## src/rtl/cpu_pkg.sv

```systemverilog
// Shared CPU definitions: memory arbiter FSM state and bus owner encodings.
package cpu_pkg;

  typedef enum logic [1:0] {
    IDLE       = 2'd0,
    DATA_BUSY  = 2'd1,
    INSTR_BUSY = 2'd2,
    RESP       = 2'd3
  } arb_state_e;

  typedef enum logic {
    OWN_INSTR = 1'b0,
    OWN_DATA  = 1'b1
  } owner_e;

  // Bits needed to hold the values 0..max_val.
  function automatic int unsigned cnt_width(input int unsigned max_val);
    return (max_val == 0) ? 1 : $clog2(max_val + 1);
  endfunction

endpackage

```

## src/rtl/pipe_mem_arbiter.sv

```systemverilog
// Arbitrates fetch and memory-stage requests onto one single-ported memory bus,
// with data priority, a fetch starvation guard and a bus timeout.
module pipe_mem_arbiter
  import cpu_pkg::*;
#(
  parameter int unsigned ADDR_W       = 32,
  parameter int unsigned DATA_W       = 32,
  parameter int unsigned STARVE_LIMIT = 4,
  parameter int unsigned TIMEOUT_CYC  = 64
) (
  input  logic              clock,
  input  logic              reset,
  input  logic              if_req,
  input  logic [ADDR_W-1:0] if_addr,
  output logic [DATA_W-1:0] if_rdata,
  output logic              if_valid,
  input  logic              mem_req,
  input  logic              mem_we,
  input  logic [ADDR_W-1:0] mem_addr,
  input  logic [DATA_W-1:0] mem_wdata,
  output logic [DATA_W-1:0] mem_rdata,
  output logic              mem_done,
  output logic              stall_if,
  output logic              stall_mem,
  output logic              bus_req,
  output logic              bus_we,
  output logic [ADDR_W-1:0] bus_addr,
  output logic [DATA_W-1:0] bus_wdata,
  input  logic [DATA_W-1:0] bus_rdata,
  input  logic              bus_ack,
  output logic              timeout_err
);

  localparam int unsigned STARVE_W = cnt_width(STARVE_LIMIT);
  localparam int unsigned WAIT_W   = cnt_width(TIMEOUT_CYC);
  localparam logic [STARVE_W-1:0] STARVE_MAX = STARVE_W'(STARVE_LIMIT);
  localparam logic [WAIT_W-1:0]   WAIT_LAST  = WAIT_W'(TIMEOUT_CYC - 1);

  arb_state_e          state_q;
  owner_e              owner_q;
  logic [STARVE_W-1:0] starve_cnt_q;
  logic [WAIT_W-1:0]   wait_cnt_q;
  logic                bus_req_q;
  logic                bus_we_q;
  logic [ADDR_W-1:0]   bus_addr_q;
  logic [DATA_W-1:0]   bus_wdata_q;
  logic [DATA_W-1:0]   if_rdata_q;
  logic [DATA_W-1:0]   mem_rdata_q;
  logic                if_valid_q;
  logic                mem_done_q;
  logic                timeout_err_q;

  logic                grant_data_d;
  logic                timeout_d;
  logic [STARVE_W-1:0] starve_inc_d;
  logic [DATA_W-1:0]   result_d;

  // Arbitration and completion decisions for the current cycle.
  always_comb begin
    grant_data_d = mem_req && (!if_req || (starve_cnt_q < STARVE_MAX));
    timeout_d    = !bus_ack && (wait_cnt_q == WAIT_LAST);
    starve_inc_d = (starve_cnt_q == STARVE_MAX) ? starve_cnt_q
                                                : starve_cnt_q + STARVE_W'(1);
    // Stores and aborted transactions report zero data.
    result_d     = '0;
    if (bus_ack && !((owner_q == OWN_DATA) && bus_we_q)) begin
      result_d = bus_rdata;
    end
  end

  always_ff @(posedge clock) begin
    if (reset) begin
      state_q       <= IDLE;
      owner_q       <= OWN_INSTR;
      starve_cnt_q  <= '0;
      wait_cnt_q    <= '0;
      bus_req_q     <= 1'b0;
      bus_we_q      <= 1'b0;
      bus_addr_q    <= '0;
      bus_wdata_q   <= '0;
      if_rdata_q    <= '0;
      mem_rdata_q   <= '0;
      if_valid_q    <= 1'b0;
      mem_done_q    <= 1'b0;
      timeout_err_q <= 1'b0;
    end else begin
      if_valid_q <= 1'b0;
      mem_done_q <= 1'b0;
      case (state_q)
        IDLE: begin
          wait_cnt_q <= '0;
          if (grant_data_d) begin
            state_q     <= DATA_BUSY;
            owner_q     <= OWN_DATA;
            bus_req_q   <= 1'b1;
            bus_we_q    <= mem_we;
            bus_addr_q  <= mem_addr;
            bus_wdata_q <= mem_wdata;
            if (if_req) begin
              starve_cnt_q <= starve_inc_d;
            end
          end else if (if_req) begin
            state_q      <= INSTR_BUSY;
            owner_q      <= OWN_INSTR;
            bus_req_q    <= 1'b1;
            bus_we_q     <= 1'b0;
            bus_addr_q   <= if_addr;
            bus_wdata_q  <= '0;
            starve_cnt_q <= '0;
          end
        end
        DATA_BUSY, INSTR_BUSY: begin
          if (bus_ack || timeout_d) begin
            state_q    <= RESP;
            bus_req_q  <= 1'b0;
            wait_cnt_q <= '0;
            if (!bus_ack) begin
              timeout_err_q <= 1'b1;
            end
            if (owner_q == OWN_DATA) begin
              mem_rdata_q <= result_d;
              mem_done_q  <= 1'b1;
            end else begin
              if_rdata_q <= result_d;
              if_valid_q <= 1'b1;
            end
          end else begin
            wait_cnt_q <= wait_cnt_q + WAIT_W'(1);
          end
        end
        RESP: begin
          state_q <= IDLE;
        end
        default: begin
          state_q <= IDLE;
        end
      endcase
    end
  end

  assign bus_req     = bus_req_q;
  assign bus_we      = bus_we_q;
  assign bus_addr    = bus_addr_q;
  assign bus_wdata   = bus_wdata_q;
  assign if_rdata    = if_rdata_q;
  assign mem_rdata   = mem_rdata_q;
  assign if_valid    = if_valid_q;
  assign mem_done    = mem_done_q;
  assign timeout_err = timeout_err_q;

  // Stalls follow the live request so the pipeline freezes in the same cycle.
  assign stall_if  = if_req && !if_valid_q;
  assign stall_mem = mem_req && !mem_done_q;

endmodule

```

## config.mk

```make
export PLATFORM = sky130hd
export DESIGN_NAME = pipe_mem_arbiter
export DESIGN_NICKNAME = d
export VERILOG_FILES = /design/src/rtl/cpu_pkg.sv /design/src/rtl/pipe_mem_arbiter.sv
export SDC_FILE = /design/constraint.sdc
export NUM_CORES = 1
export LEC_CHECK = 0
export CORE_MARGIN = 3
export CORE_UTILIZATION = 40
export CTS_CLUSTER_DIAMETER = 60
export DETAILED_ROUTE_END_ITERATION = 12
export PLACE_DENSITY = 0.82
export SYNTH_ARGS = -nofsm -noshare
export SYNTH_HDL_FRONTEND = slang
export SYNTH_SLANG_ARGS = --single-unit
```

## constraint.sdc

```tcl
create_clock -name clock -period 1.8 [get_ports clock]
set_input_delay 0.18 -clock clock [delete_from_list [all_inputs] [get_ports clock]]
set_output_delay 0.18 -clock clock [all_outputs]
set_load 0.02 [all_outputs]
```

# Word-level counts from Yosys, hierarchy flattened
# Cells that the tools add are included.
# Widths: inputs -> output; s select.
[word_totals]
register_bits = 146
input_bits = 134
out_inout_bits = 135
elab_cells = 77
[op_classes]
n_addsub = 2
n_lt_le_gt_ge = 1
eq_ne = 8
muxes = 24
bitwise = 4
n_reduce_logical = 25
[op_table]
columns = ["cell", "count"]
rows = [
  ["$mux 32", 5],
  ["$reduce_and 3->1", 5],
  ["$pmux 7 s2", 1],
  ["$mux 3", 4],
  ["$mux 1", 8],
  ["$add 7x1->7 const B", 1],
  ["$eq 7x6->1 const B", 1],
  ["$mux 7", 1],
  ["$logic_and 1x1->1", 6],
  ["$mux 2", 3],
  ["$pmux 2 s3", 1],
  ["$logic_not 1->1", 5],
  ["$eq 2x2->1 const B", 2],
  ["$ne 2x2->1 const B", 2],
  ["$not 1->1", 4],
  ["$reduce_and 2->1", 2],
  ["$reduce_bool 2->1", 2],
  ["$add 3x1->3 const B", 1],
  ["$eq 3x3->1 const B", 1],
  ["$lt 3x3->1 const B", 1],
  ["$ne 3x3->1 const B", 1],
  ["$reduce_or 3->1", 1],
  ["$eq 2x1->1 const B", 1],
  ["$logic_not 2->1", 1],
  ["3 further kinds", 4],
]

# Longest topological paths before layout
[depth]
ltp_word = 5
mapped_depth = 8
depth_no_buf = 6

# Worst setup path before layout
# Ideal clock, no wire load.
[synth_timing]
kind = "register to register"
from = "reg state_q[0]"
to = "reg if_rdata_q[31], in the netlist if_rdata[31]"
setup_time_ps = 72
arrival_time_ps = 1451
required_time_ps = 1728
slack_ps = 278
path_stages_with_launch = 7
path_buffers = 1
period_less_slack_ps = 1522
cell_sequence = "dfxtp_1 -> inv_1 -> ha_1 -> inv_1 -> nor3_4 -> buf_6 -> mux2i_1"
[synth_via]
elab_chain_cells = 3
word_cells_on_any_way = 4
cone_classes = "eq/ne (2); reduce/logical (2)"
[synth_rtl]
columns = ["item", "line_no", "source"]
rows = [
  ["start: declaration", "pipe_mem_arbiter.sv:39", "arb_state_e state_q;"],
  ["start signal: assignment", "pipe_mem_arbiter.sv:73", "state_q <= IDLE;"],
  ["start signal: assignment", "pipe_mem_arbiter.sv:93", "state_q <= DATA_BUSY;"],
  ["start signal: assignment", "pipe_mem_arbiter.sv:103", "state_q <= INSTR_BUSY;"],
  ["$eq 2x1->1 / $eq 2x2->1 (equally long branches)", "pipe_mem_arbiter.sv:89", "case (state_q)"],
  ["$reduce_or 2->1 *", "pipe_mem_arbiter.sv:89", ""],
  ["$reduce_and 3->1 (no source line) *", "n/a", ""],
  ["end signal: assignment", "pipe_mem_arbiter.sv:124", "if_rdata_q <= result_d;"],
  ["end: declaration", "pipe_mem_arbiter.sv:47", "logic [DATA_W-1:0] if_rdata_q;"],
]
# Every way passes the cells marked *; elsewhere a longest branch is shown, timed or not.
# A chain may end at the register's enable or synchronous reset.

# Worst setup path in the final report
[layout_timing]
from = "reg if_valid_q, in the netlist if_valid"
to = "out stall_if"
[layout_via]
elab_chain_cells = 2
[layout_rtl]
columns = ["item", "line_no", "source"]
rows = [
  ["start: declaration", "pipe_mem_arbiter.sv:49", "logic if_valid_q;"],
  ["start signal: assignment", "pipe_mem_arbiter.sv:83", "if_valid_q <= 1'b0;"],
  ["start signal: assignment", "pipe_mem_arbiter.sv:87", "if_valid_q <= 1'b0;"],
  ["start signal: assignment", "pipe_mem_arbiter.sv:125", "if_valid_q <= 1'b1;"],
  ["$logic_not 1->1", "pipe_mem_arbiter.sv:152", "assign stall_if = if_req && !if_valid_q;"],
  ["$logic_and 1x1->1", "pipe_mem_arbiter.sv:152", ""],
  ["end: declaration", "pipe_mem_arbiter.sv:23", "output logic stall_if,"],
]
# Every way passes these cells.

==> out/metrics.yaml <==
placement:
  place_area_sq_mm: 0.00884
  io_buffers: 268
  hpwl_microns: 12300
  place.gp.congestion: 0.759
critical_path:
  r2r_start: "state_q[0]$_SDFFE_PP0P_"
  worstSetupEndpoint: "stall_if"
  critPathLaunch: "if_valid$_SDFF_PP0_"
  r2r_slack_ns: 0.16
  worstPathArrival_ns: 1.54
  critical_path_peak_fanout: 2
  crit_path_end_kind: "primary output"
  startpoint_type: "flop"
  reg2reg_to: "wait_cnt_q[1]$_SDFFE_PP0P_"
  crit_required_ns: 1.62
  crit_type: "reg -> out"
  rr_worst_depth: 6
grt:
  grt_use_total: 0.205
  grt_start_max_net_pins: 55
  first_global_vias: 5287
  overflow: 0
  antenna_found_initial: 0
  grt_first_pass_wirelength_microns: 26900
yosys:
  synthCells: 660
  synth_seq_area_share: 0.491
  synth_edf_count: 0
  post-synth-top-count-cell: "dfxtp_1"
  post_synth.cell_area_avg_sq_um: 9.02
  syn-num-nets: 799
  synthFlopType: "dfxtp_1"
  synthArstFlopShare: 0
  yosys.area.top_type_share: 0.491
  yosys-top-cells-area: "dfxtp_1 49%, mux2i_1 11%, nand2_1 8.8%, nand2b_1 6.7%, a311oi_1 4.9%"
  yosys-top-cells-count: "146 x dfxtp_1, 139 x nand2_1, 66 x mux2i_1"
  ys_types: 36
  yosysTopAreaCell: "dfxtp_1"
  yosysWarnings: 0
  syn-cell-area_sq_mm: 0.00595
  ys_ff_latch: 146
clocking:
  clock-root-buffer: "clkbuf_16"
  insertion_delay_ns: 0.41
  cts_tree: "yes"
  clkSinkCount: 146
  clockBufferDepth: 2
  clk_pin_slew_ns: 0.06
  cts.htree.levels: 4
  cts_setup_buffers: 0
  cts_buffers: 17
cells_and_area:
  area_growth_pct: 58.7
  nFillCells: 1191
  final_layout_size_suffix_gt1_frac: 0.0616
  insertedDiodeCount: 0
  final_core_utilization: 0.665
  final_area_sq_mm: 0.00945
  fin_nets: 1053
  regArea_sq_mm: 0.00292
  multiInputGateArea_sq_mm: 0.00276
floorplanning:
  die_h_microns: 128
  fp.coreArea_sq_mm: 0.0142
  fp-row-count: 43
  pin_count: 269
  die_area_sq_mm: 0.0164
  start_util: 0.419
  fp.dieW_microns: 128
min_path:
  min_path_type: "in -> reg"
drt:
  drt_wl_total_microns: 17000
  final_antenna_net_count: 0
  wl_per_cell_microns: 15.4
  vias: 5445
  drc: 0
  via_per_inst: 4.92
  drtPass1Iterations: 4
  drt_iter0_markers: 287
flow_run:
  drv_cap: 0
timing:
  finalClockSkew_ns: 0.00698
  finalHoldViolations: 0
  max_clock_freq_mhz: 581
  setup_viol: 0
  slew_headroom: 0.701
  slew_violations: 0
  tightest_slew_ns: 0.449
  rsz0062_at_grt: "false"
  fin_crit_ns: 1.72
  finalCritPeriodShare: 0.956
power:
  p_leak_nw: 3.43
  powerDensity_mw_per_mm2: 1220
  vdd_drop_max_uv: 645
status:
  status: "completed"
[critical path, stage by stage, from the launching register on]
cell and delay [ns]:
dfxtp_1 0.33, nor2b_1 0.16, clkdlybuf4s50_1 0.64
[cell families (layout without fill, tap and decap cells)]
kind of cell,Yosys count,after routing,synth area share
buffers and inverters,57,323,0.0484
adder cells (fa/ha/maj),5,5,0.0105
multiplexers,66,66,0.111
flip-flops,146,146,0.491
AO/OA/AOI/OAI,83,83,0.0986
AND/OR/NAND/NOR,298,298,0.233
XOR/XNOR,5,5,0.00736
[placed cells by master, fill, tap and decap left out, types with 10 or more instances in the layout]
cell and instances:
clkdlybuf4s50_1 266, dfxtp_1 146, nand2_1 139, mux2i_1 66, nand2b_1 64, nor2_1 43
a21oi_1 41, nand3_1 36, a311oi_1 33, clkbuf_16 17, buf_4 10
[worst min-delay path by stage]
stage | slack (ns) | end | depth (start not counted) | start
global route | 0.20 | timeout_err$_SDFFE_PP0P_ | 2 | reset
global placement | 0.45 | bus_wdata[29]$_SDFFE_PP0P_ | 2 | bus_wdata[29]$_SDFFE_PP0P_
detailed placement | 0.46 | if_rdata[2]$_SDFFE_PP0P_ | 2 | if_rdata[2]$_SDFFE_PP0P_
floorplan | 0.32 | bus_wdata[0]$_SDFFE_PP0P_ | 2 | mem_wdata[0]
finish | 0.18 | timeout_err$_SDFFE_PP0P_ | 2 | reset
CTS | 0.16 | timeout_err$_SDFFE_PP0P_ | 2 | reset
[power by group]
group	switching, mW	leakage [nW]	internal [mW]
clock	1.32	0.291	2.26
combinational	2.08	1.94	1.84
sequential	0.278	1.19	3.73
total	3.69	3.43	7.83
[per-stage QoR]
stage          setup slack (ns)  hold WS, ns  power, mW  std cells  setup TNS (ns)
2_1_floorplan             0.278        0.316       6.30        660               0
3_3_place_gp           -0.00734        0.453       7.98       1075        -0.00734
3_5_place_dp            -0.0346        0.460       8.01       1075         -0.0346
4_1_cts                  0.0363        0.165       11.6       1106               0
5_1_grt                  0.0102        0.196       12.1       1106               0
6_report                 0.0787        0.183       11.5       1106               0
[area by class of cell]
cell class,count,area share
Tap cell,180,0.0238
Multi-Input combinational cell,457,0.292
Sequential cell,146,0.309
Clock inverter,7,0.0102
Timing Repair Buffer,285,0.308
Clock buffer,24,0.0542
Inverter,7,0.00278
[state kept, by name (all words and copies together) (netlist names)]
register      cells
if_rdata         32
owner_q           1
mem_done          1
state_q           2
bus_req           1
bus_addr         32
starve_cnt_q      3
if_valid          1
wait_cnt_q        7
bus_we            1
timeout_err       1
mem_rdata        32
bus_wdata        32
[timing repair]
action                                  4_1_cts  5_1_grt
hold buffers                                  0        0
resized for setup                             1        1
pin swaps                                     0        0
endpoints found under the setup margin        1       11
[routing by layer]
layer / global-route usage / routed length [microns] / vias up
met5: 0 / 0 / -
met4: 0.0618 / 248 / 0
met3: 0.0921 / 1780 / 19
met2: 0.344 / 8120 / 214
met1: 0.237 / 6860 / 2478
li1: - / - / 2734
Note: power is estimated with default switching activity, not from simulation.
